$ cat src/rtl/controle_pkg.sv
// Shared definitions for the register-bank controller: datapath widths,
// opcode values, FSM state encoding and the instruction word layout.
//   Instruction word: [15:12] op, [11:8] rd, [7:4] rs1, [3:0] rs2/imm4.
//   LOAD reuses [7:0] as an 8-bit immediate.
package controle_pkg;

    localparam int unsigned DATA_W = 16;
    localparam int unsigned ADDR_W = 4;
    localparam int unsigned OP_W   = 4;
    localparam int unsigned INSTR_W = 16;

    // Instruction field bit positions
    localparam int unsigned OP_LSB   = 12;
    localparam int unsigned RD_LSB   = 8;
    localparam int unsigned RS1_LSB  = 4;
    localparam int unsigned RS2_LSB  = 0;
    localparam int unsigned IMM8_LSB = 0;
    localparam int unsigned IMM8_W   = 8;

    // Opcodes
    localparam logic [OP_W-1:0] OP_LOAD  = 4'b0000;
    localparam logic [OP_W-1:0] OP_ADD   = 4'b0001;
    localparam logic [OP_W-1:0] OP_ADDI  = 4'b0010;
    localparam logic [OP_W-1:0] OP_SUB   = 4'b0011;
    localparam logic [OP_W-1:0] OP_SUBI  = 4'b0100;
    localparam logic [OP_W-1:0] OP_MUL   = 4'b0101;
    localparam logic [OP_W-1:0] OP_AND   = 4'b0110;
    localparam logic [OP_W-1:0] OP_OR    = 4'b0111;
    localparam logic [OP_W-1:0] OP_XOR   = 4'b1000;
    localparam logic [OP_W-1:0] OP_NOT   = 4'b1001;
    localparam logic [OP_W-1:0] OP_SLL   = 4'b1010;
    localparam logic [OP_W-1:0] OP_SRL   = 4'b1011;
    localparam logic [OP_W-1:0] OP_CLEAR = 4'b1111;

    typedef enum logic [1:0] {
        S_IDLE   = 2'd0,
        S_DECODE = 2'd1,
        S_EXEC   = 2'd2,
        S_WRITE  = 2'd3
    } state_t;

    typedef struct packed {
        logic [OP_W-1:0]   op;
        logic [ADDR_W-1:0] rd;
        logic [ADDR_W-1:0] rs1;
        logic [ADDR_W-1:0] rs2;
    } instr_t;

    // LOAD immediate spans the rs1/rs2 fields
    function automatic logic [IMM8_W-1:0] instr_imm8(input instr_t i);
        return {i.rs1, i.rs2};
    endfunction

endpackage

$ cat src/rtl/unidade_controle_ula.sv
// ula: combinational ALU for the controller.
//   op       opcode of the latched instruction
//   a, b     operands (bank read data A / B)
//   imm8     low byte of the instruction; imm4 is its low nibble
//   result_c result, modulo 2^DATA_W
//   illegal_c high when op selects no operation in the current configuration
// Build option: CTRL_MUL_EN enables the multiplier for opcode 0101; without it
// 0101 is reported illegal and no multiplier is built.
module ula
    import controle_pkg::*;
(
    input  logic [OP_W-1:0]   op,
    input  logic [DATA_W-1:0] a,
    input  logic [DATA_W-1:0] b,
    input  logic [IMM8_W-1:0] imm8,
    output logic [DATA_W-1:0] result_c,
    output logic              illegal_c
);

    logic [3:0] imm4;
    assign imm4 = imm8[3:0];

    // Operation select; all arithmetic wraps at the datapath width
    always_comb begin
        result_c  = '0;
        illegal_c = 1'b0;
        case (op)
            OP_LOAD:  result_c = DATA_W'(imm8);
            OP_ADD:   result_c = a + b;
            OP_ADDI:  result_c = a + DATA_W'(imm4);
            OP_SUB:   result_c = a - b;
            OP_SUBI:  result_c = a - DATA_W'(imm4);
`ifdef CTRL_MUL_EN
            OP_MUL:   result_c = a * b;
`else
            OP_MUL:   illegal_c = 1'b1;
`endif
            OP_AND:   result_c = a & b;
            OP_OR:    result_c = a | b;
            OP_XOR:   result_c = a ^ b;
            OP_NOT:   result_c = ~a;
            OP_SLL:   result_c = a << imm4;
            OP_SRL:   result_c = a >> imm4;
            OP_CLEAR: result_c = '0;
            default:  illegal_c = 1'b1;
        endcase
    end

endmodule

$ cat src/rtl/unidade_controle.sv
// unidade_controle: multi-cycle controller for a 16x16 register bank.
// Accepts one instruction per valid/ready handshake, walks
// IDLE -> DECODE -> EXEC -> WRITE -> IDLE, computes in the ula sub-module and
// writes the result back through the bank's write port.
//   instr_valid/instr/instr_ready   instruction handshake (ready only in IDLE)
//   endereco_reg1/2, conteudo_reg1/2 bank async read ports (rs1, rs2)
//   endereco_escrita/conteudo_escrita/enable  bank write port
//   ativar_clear   one-cycle bank clear pulse (CLEAR op)
//   done           one-cycle retirement pulse, also for illegal ops
//   erro           sticky illegal-opcode flag, cleared only by reset
// Build option: CTRL_MUL_EN (see ula) enables the MUL opcode.
module unidade_controle
    import controle_pkg::*;
(
    input  logic              clk,
    input  logic              rst_n,
    input  logic              instr_valid,
    input  logic [INSTR_W-1:0] instr,
    output logic              instr_ready,
    output logic [ADDR_W-1:0] endereco_reg1,
    output logic [ADDR_W-1:0] endereco_reg2,
    input  logic [DATA_W-1:0] conteudo_reg1,
    input  logic [DATA_W-1:0] conteudo_reg2,
    output logic [ADDR_W-1:0] endereco_escrita,
    output logic [DATA_W-1:0] conteudo_escrita,
    output logic              enable,
    output logic              ativar_clear,
    output logic              done,
    output logic              erro
);

    state_t              state_q, state_d;
    instr_t              instr_q, instr_d;
    logic [DATA_W-1:0]   result_q, result_d;
    logic                ready_q, ready_d;
    logic                enable_q, enable_d;
    logic                clear_q, clear_d;
    logic                done_q, done_d;
    logic                erro_q, erro_d;

    logic [DATA_W-1:0]   alu_result_c;
    logic                alu_illegal_c;

    ula u_ula (
        .op        (instr_q.op),
        .a         (conteudo_reg1),
        .b         (conteudo_reg2),
        .imm8      (instr_imm8(instr_q)),
        .result_c  (alu_result_c),
        .illegal_c (alu_illegal_c)
    );

    // State and output registers
    always_ff @(posedge clk or negedge rst_n) begin
        if (!rst_n) begin
            state_q  <= S_IDLE;
            instr_q  <= '0;
            result_q <= '0;
            ready_q  <= 1'b1;
            enable_q <= 1'b0;
            clear_q  <= 1'b0;
            done_q   <= 1'b0;
            erro_q   <= 1'b0;
        end else begin
            state_q  <= state_d;
            instr_q  <= instr_d;
            result_q <= result_d;
            ready_q  <= ready_d;
            enable_q <= enable_d;
            clear_q  <= clear_d;
            done_q   <= done_d;
            erro_q   <= erro_d;
        end
    end

    // Next state; strobes computed in EXEC so they are registered high in WRITE
    always_comb begin
        state_d  = state_q;
        instr_d  = instr_q;
        result_d = result_q;
        ready_d  = 1'b0;
        enable_d = 1'b0;
        clear_d  = 1'b0;
        done_d   = 1'b0;
        erro_d   = erro_q;
        case (state_q)
            S_IDLE: begin
                ready_d = 1'b1;
                if (instr_valid && ready_q) begin
                    instr_d = instr_t'(instr);
                    state_d = S_DECODE;
                    ready_d = 1'b0;
                end
            end
            S_DECODE: begin
                state_d = S_EXEC;
            end
            S_EXEC: begin
                // Operands are sampled here, before any write to rd in WRITE
                result_d = alu_result_c;
                enable_d = !alu_illegal_c && (instr_q.op != OP_CLEAR);
                clear_d  = !alu_illegal_c && (instr_q.op == OP_CLEAR);
                erro_d   = erro_q || alu_illegal_c;
                done_d   = 1'b1;
                state_d  = S_WRITE;
            end
            S_WRITE: begin
                state_d = S_IDLE;
                ready_d = 1'b1;
            end
            default: begin
                state_d = S_IDLE;
                ready_d = 1'b1;
            end
        endcase
    end

    assign instr_ready      = ready_q;
    assign endereco_reg1    = instr_q.rs1;
    assign endereco_reg2    = instr_q.rs2;
    assign endereco_escrita = instr_q.rd;
    assign conteudo_escrita = result_q;
    assign enable           = enable_q;
    assign ativar_clear     = clear_q;
    assign done             = done_q;
    assign erro             = erro_q;

endmodule

$ cat config.mk
export PLATFORM = sky130hd
export DESIGN_NAME = unidade_controle
export DESIGN_NICKNAME = d
export VERILOG_FILES = /design/src/rtl/controle_pkg.sv /design/src/rtl/unidade_controle_ula.sv /design/src/rtl/unidade_controle.sv
export SDC_FILE = /design/constraint.sdc
export NUM_CORES = 1
export LEC_CHECK = 0
export BUFFER_PORTS_ARGS = -buffer_cell sky130_fd_sc_hd__buf_2
export CAP_MARGIN = 10
export CELL_PAD_IN_SITES_DETAIL_PLACEMENT = 1
export CELL_PAD_IN_SITES_GLOBAL_PLACEMENT = 1
export CORE_ASPECT_RATIO = 1.1
export CORE_MARGIN = 10
export CORE_UTILIZATION = 43
export DETAILED_ROUTE_END_ITERATION = 10
export GPL_TIMING_DRIVEN = 0
export PLACE_DENSITY = 0.92
export SYNTH_ARGS = -nofsm -noshare
export SYNTH_HDL_FRONTEND = slang
export SYNTH_SLANG_ARGS = --single-unit
export TNS_END_PERCENT = 20
$ cat constraint.sdc
create_clock -name clk -period 4.6 [get_ports clk]
set_input_delay 0.69 -clock clk [delete_from_list [all_inputs] [get_ports clk]]
set_output_delay 0.69 -clock clk [all_outputs]
set_load 0.02 [all_outputs]
---- Word level (Yosys, flattened, before mapping) ----
Index checks and enable logic that the tools add are counted.
operators by class
  bitwise logic cells ..................... 4
  reductions and logical operators ........ 8
  add/subtract/negate cells ............... 4
  equal/unequal tests ..................... 16
  order comparisons ....................... 0
  divide/modulo/power cells ............... 0
  muxes and demuxes ....................... 9
  $mul .................................... 0
  shift-type cells ........................ 2
operator list
  cell                                           count
  case mux 16 bit (11 select lines)              1
  == test 4 bit, second input constant           5
  adder 16 bit                                   1
  adder 16 x 4 -> 16 bit                         1
  AND 16 bit                                     1
  inverter 16 bit                                1
  bitwise OR 16 bit                              1
  << shifter 16 x 4 -> 16 bit                    1
  right shift 16 x 4 -> 16 bit                   1
  subtractor 16 bit                              1
  subtractor 16 x 4 -> 16 bit                    1
  XOR 16 bit                                     1
  == test 4 x 3 -> 1 bit, second input constant  3
  OR reduction 12 bit                            1
  == test 4 x 2 -> 1 bit, second input constant  2
  case mux 2 bit (4 select lines)                1
  2-to-1 mux 1 bit                               5
  == test 2 bit, second input constant           2
  == test 4 x 1 -> 1 bit, second input constant  1
  logical NOT 4 bit                              1
  != test 4 bit, second input constant           1
  logical AND 1 bit                              3
  == test 2 x 1 -> 1 bit, second input constant  1
  logical NOT 2 bit                              1
  other kinds (5)                                5
word-level totals
  bits in latches ......................... 0
  word-level logic and storage cells ...... 54
  memories kept ........................... 0
  bits in registers ....................... 39
  output and inout bits ................... 33
  bits in read-only memories .............. 0
  input bits .............................. 51
  memory bits (writable) .................. 0

---- Logic depth before layout (Yosys ltp) ----
  depth in word-level cells ............... 4
  gate-level depth with buffers ........... 18
  gate-level depth less buffers ........... 16

---- Hierarchy ----
Synthesis repeated with hierarchy kept, for this count alone.
second synthesis, totals
  cell total of the unflattened synthesis .. 703
  area total of the unflattened synthesis .. 5529.1 sq um
by module, submodules not included
  module            instances  area an instance (sq um)  cells each
  ula               1          3888.7                    599
  unidade_controle  1          1640.3                    104

---- Worst setup path before layout ----
No wires, ideal clock.
  path kind ............................... input -> register
  from .................................... input port conteudo_reg2[1]
  to ...................................... register result_q[14] (netlist: conteudo_escrita[14])
  stages on the path ...................... 16
  data required time ...................... 4505 ps
  data arrival time ....................... 4023 ps
  slack ................................... 482 ps
  cell sequence ........................... inv_1 > ha_1 > or3b_1 > or3_1 > or3_4 > or3_4 > nor3_4 > a21oi_1 > o221ai_1 > ha_1 > a21o_1 > a31oi_1 > nand2_1 > a221oi_1 > xor2_1 > o31ai_1
on the way
  cells in the longest elaborated chain, start to end .. 2
RTL lines
  item                                               RTL line                                                RTL
  start, declared                                    unidade_controle.sv:23                                  input logic [DATA_W-1:0] conteudo_reg2,
  subtractor 16 bit or adder 16 bit (tied branches)  unidade_controle_ula.sv:31, unidade_controle_ula.sv:29
  case mux 16 bit (11 select lines) *                unidade_controle_ula.sv:27                              case (op)
  end signal, assigned                               unidade_controle.sv:67                                  result_q <= result_d;
  end, declared                                      unidade_controle.sv:34                                  logic [DATA_W-1:0] result_q, result_d;
Every way passes the cells marked *; elsewhere a longest branch is shown, timed or not.
A chain may end at the register's enable or synchronous reset.

---- Worst setup path after layout ----
  from .................................... input port conteudo_reg2[0]
  to ...................................... register result_q[14] (netlist: conteudo_escrita[14])
Same word-level chain as after synthesis.

==> impl_metrics.py <==
metrics = {
    "outcome": {
        "outcome": "finished, final reports clean",
    },
    "global_routing": {
        "initial_antenna_violation_count": 0,
        "pin_count_of_the_biggest_net_entering_global_routing": 40,
        "gr-usage-all-layers_pct": 28.4,
        "first_global_vias": 6264,
        "grt_overflow": 0,
        "grt_pass1_wl_um": 38400,
    },
    "die": {
        "die_area_um2": 17300,
        "total_core_area_um2": 12100,
        "placement_rows": 42,
        "die_w_um": 126,
        "floorplan.io_pins": 84,
        "floorplan.initialDensity_pct": 44.1,
        "die_height_um": 137,
    },
    "layout": {
        "final_layout_size_suffix_gt1_share_pct": 21.8,
        "finish.utilization_pct": 51.0,
        "stdcell_count": 920,
        "num-nets-final": 872,
        "area_delta_synth_final_pct": 15.5,
        "filler_cell_count": 1593,
        "n_antenna_cell": 0,
    },
    "logic_synthesis": {
        "part_of_the_yosys_area_used_for_sequential_elements_pct": 18.3,
        "synth_top_family_by_area": "compound AO/OA/AOI/OAI gates",
        "post_synth_main_area_contributors": "sky130_fd_sc_hd__dfrtp_1 (18%), sky130_fd_sc_hd__ha_1 (13%), sky130_fd_sc_hd__mux2i_1 (5.8%)",
        "synthAdderAreaFrac_pct": 13.3,
        "number_of_register_bits_inferred_by_synthesis": 39,
        "synth_area_leader_cell": "sky130_fd_sc_hd__dfrtp_1",
        "synth-compound-area-share_pct": 26.1,
        "postSynthNetCount": 784,
        "syn_area_um2": 5340,
        "synth.area.mux_share_pct": 14.3,
        "synth-main-ff-cell": "sky130_fd_sc_hd__dfrtp_1",
        "post_synth_inst_count": 677,
        "post_synth_xor_area_fraction_pct": 2.30,
        "synth.yosys.warnings": 0,
        "syn-mean-instance-area_um2": 7.88,
        "share_of_async_settable_or_async_resettable_flops_after_synthesis_pct": 100,
        "synth_simple_gate_area_share_pct": 17.8,
        "synth.distinct_cells": 64,
        "synthDominantCellAreaShare_pct": 17.8,
        "synth-edff-count": 0,
    },
    "setup_path": {
        "critical_path.startpoint_type": "input port",
        "critical_path.slowest_cell": "sky130_fd_sc_hd__or3b_4",
        "arrival_ns": 4.61,
        "cp_max_fo": 5,
        "endpoint_kind": "flop",
        "max_stage_delay_ns": 0.39,
        "timing.setup.critical_path_class": "input port to flop",
        "crit_chain": "buf_2 -> inv_2 -> ha_4 -> or3b_4 -> or3_4 -> or3_4 -> or3_4 -> nor3_4 -> a21oi_1 -> o221ai_2 -> ha_2 -> a21o_1 -> a31oi_1 -> nand2_1 -> a221oi_4 -> xor2_2 -> o31ai_2",
        "worst-endpoint-required_ns": 4.75,
        "critical-path-top-cell-by-count": "sky130_fd_sc_hd__or3_4",
    },
    "sta": {
        "layout_min_cycle_time_ns": 4.46,
        "maxSlewHeadroom_pct": 35.2,
        "max_freq_ghz": 0.224,
        "finalCritPeriodShare_pct": 97.0,
        "finalHoldWorstSlack_ns": 0.482,
        "unrepaired_setup_endpoints_after_global_routing": "yes",
        "hold_violations": 0,
        "slew_viol_final": 0,
        "worst_clock_skew_ns": 0.00856,
        "least_margin_pin_slew_ns": 0.964,
        "final_setup_viols": 0,
        "post-route-worst-setup-slack_ns": 0.136,
    },
    "cts": {
        "cts_num_sinks": 39,
        "clk_root_buffer_cell": "sky130_fd_sc_hd__clkbuf_16",
        "cts-buffers-inserted": 5,
        "holdBufCountCts": 0,
        "max-clock-path-buffers": 2,
        "tritoncts": "built",
        "clkTransAtPathRegs_ns": 0.06,
        "htree_num_levels": 2,
        "clock_insertion_delay_worst_skew_ns": 0.29,
    },
    "route": {
        "routed_wire_length_per_instance_um": 27.6,
        "route.final.wire_length_um": 25400,
        "ant_nets": 0,
        "routed_via_density": 6.64,
        "firstDrtPassIters": 8,
        "detailroute.via_count": 6111,
        "post-route-drc-count": 0,
        "drt_iter0_markers": 664,
    },
    "power_and_ir_drop": {
        "total_leakage_power_nw": 2.86,
        "p_per_area_nw_per_um2": 812,
        "vdd.ir_drop.worst_uv": 385,
        "power.total_mw": 5.00,
    },
    "placed_design": {
        "io_buffer_count": 83,
        "dp.cells": 914,
        "dpl_worst_slack_ns": -0.402,
        "hpwlAfterDp_um": 20500,
        "placer_s_final_routability_congestion_estimate": 1.04,
    },
    "flow_run": {
        "cap_violations": 0,
    },
    "min_path": {
        "hold_class": "flop to flop",
    },
}
==> where the power goes <==
part	leakage [nW]	switching, mW	internal [mW]
clock network	0.0669	0.145	0.200
registers	0.490	0.132	0.491
logic	2.30	2.65	1.39
==> worst paths after layout <==
path | from | end | slack (ns) | cells after the start
setup / recovery | conteudo_reg2[0] | conteudo_escrita[14] | 0.14 | 17
hold / removal | erro | erro | 0.48 | 1
setup reg to reg | endereco_reg2[1] | conteudo_escrita[7] | 0.20 | 16
hold reg to reg | erro | erro | 0.48 | 1
max in group asynchronous | rst_n | conteudo_escrita[12] | 3.50 | 1
min in group asynchronous | rst_n | endereco_reg1[3] | 0.53 | 1
==> logic make-up after synthesis <==
| group | count (synthesis) |
|---|---|
| AOI/OAI and AO/OA | 206 |
| buffers and inverters | 99 |
| and+or+nand+nor | 202 |
| adders and majority gates | 56 |
| DFF | 39 |
| muxes | 61 |
| xor gates and xnor gates | 14 |
==> cell usage after synthesis (all sizes together) (11+ instances only) <==
| cell type | number |
|---|---|
| nor2 | 62 |
| nand2 | 59 |
| ha | 55 |
| a21oi | 48 |
| inv | 48 |
| dfrtp | 38 |
| o21ai | 35 |
| mux2i | 31 |
| buf | 26 |
| clkbuf | 25 |
| nor3 | 21 |
| mux2 | 20 |
| nand3 | 16 |
| a31oi | 12 |
| o221ai | 12 |
| a211oi | 11 |
| o22ai | 11 |
==> metrics by stage <==
| stage | setup TNS [ns] | cell area, µm² |
|---|---|---|
| 2_1_floorplan | 0 | 5340 |
| 3_3_place_gp | -0.462 | 5940 |
| 3_5_place_dp | -1.02 | 5940 |
| 4_1_cts | 0 | 6110 |
| 5_1_grt | -0.0206 | 6160 |
| 6_report | 0 | 6160 |
==> routing by layer <==
metal	global-route usage (%)	vias up	routed length [µm]
li1	-	2671	-
met1	35.6	3066	10300
met4	11.9	0	1060
met2	47.5	304	12100
met5	0	-	0
met3	4.49	70	1860
==> flip-flops by register name, indices dropped and copies added (netlist names) <==
| signal | cells |
|---|---|
| ativar_clear | 1 |
| conteudo_escrita | 16 |
| done | 1 |
| instr_ready | 1 |
| endereco_reg1 | 4 |
| erro | 1 |
| enable | 1 |
| instr_q | 4 |
| endereco_escrita | 4 |
| state_q | 2 |
| endereco_reg2 | 4 |
==> critical path, delay by kind of cell <==
| family | cells | cell delay [ns] |
|---|---|---|
| XOR/XNOR | 1 | 0.29 |
| AO/OA/AOI/OAI | 6 | 1.11 |
| buffers and inverters | 2 | 0.22 |
| adder cells (fa/ha/maj) | 2 | 0.46 |
| AND/OR/NAND/NOR | 6 | 1.85 |
==> repair_timing <==
item                                    CTS  global route
endpoints found under the hold margin     0             0
buffers inserted                          1             1
gates resized for setup                   7            15
pin swaps                                 4             5
endpoints found under the setup margin    8             7
==> final cells by class <==
cell class              instances  area [µm²]  share of cell area, %
flip-flops and latches         39         977                   15.9
plain buffers                  46         230                   3.74
inverters                      48         183                   2.96
multi-input cells             539        4000                   65.0
clock inverters                 2        12.5                  0.203
repair buffers                 86         435                   7.07
well taps                     154         193                   3.13
clock buffers                   6         129                   2.09
==> placed cells by master, fill, tap and decap left out, types with 6 or more instances in the layout <==
master	count
sky130_fd_sc_hd__buf_1	8
sky130_fd_sc_hd__dfrtp_1	38
sky130_fd_sc_hd__mux4_2	10
sky130_fd_sc_hd__nor2_1	62
sky130_fd_sc_hd__xnor2_1	8
sky130_fd_sc_hd__nor2b_1	6
sky130_fd_sc_hd__a211oi_1	11
sky130_fd_sc_hd__o221ai_1	11
sky130_fd_sc_hd__nand3_1	16
sky130_fd_sc_hd__o211ai_1	9
sky130_fd_sc_hd__a211o_1	6
sky130_fd_sc_hd__mux2i_1	31
sky130_fd_sc_hd__nand2_1	59
sky130_fd_sc_hd__a22oi_1	9
sky130_fd_sc_hd__ha_1	53
sky130_fd_sc_hd__a21oi_1	48
sky130_fd_sc_hd__a21o_1	7
sky130_fd_sc_hd__buf_2	88
sky130_fd_sc_hd__buf_4	14
sky130_fd_sc_hd__nor3_1	20
sky130_fd_sc_hd__nand4_1	6
sky130_fd_sc_hd__a31oi_1	12
sky130_fd_sc_hd__inv_1	44
sky130_fd_sc_hd__mux2_2	20
sky130_fd_sc_hd__o21ai_0	33
sky130_fd_sc_hd__o22ai_1	11
sky130_fd_sc_hd__nand2b_1	9
sky130_fd_sc_hd__clkbuf_1	19
No activity file was read; power rests on OpenSTA's default activity.
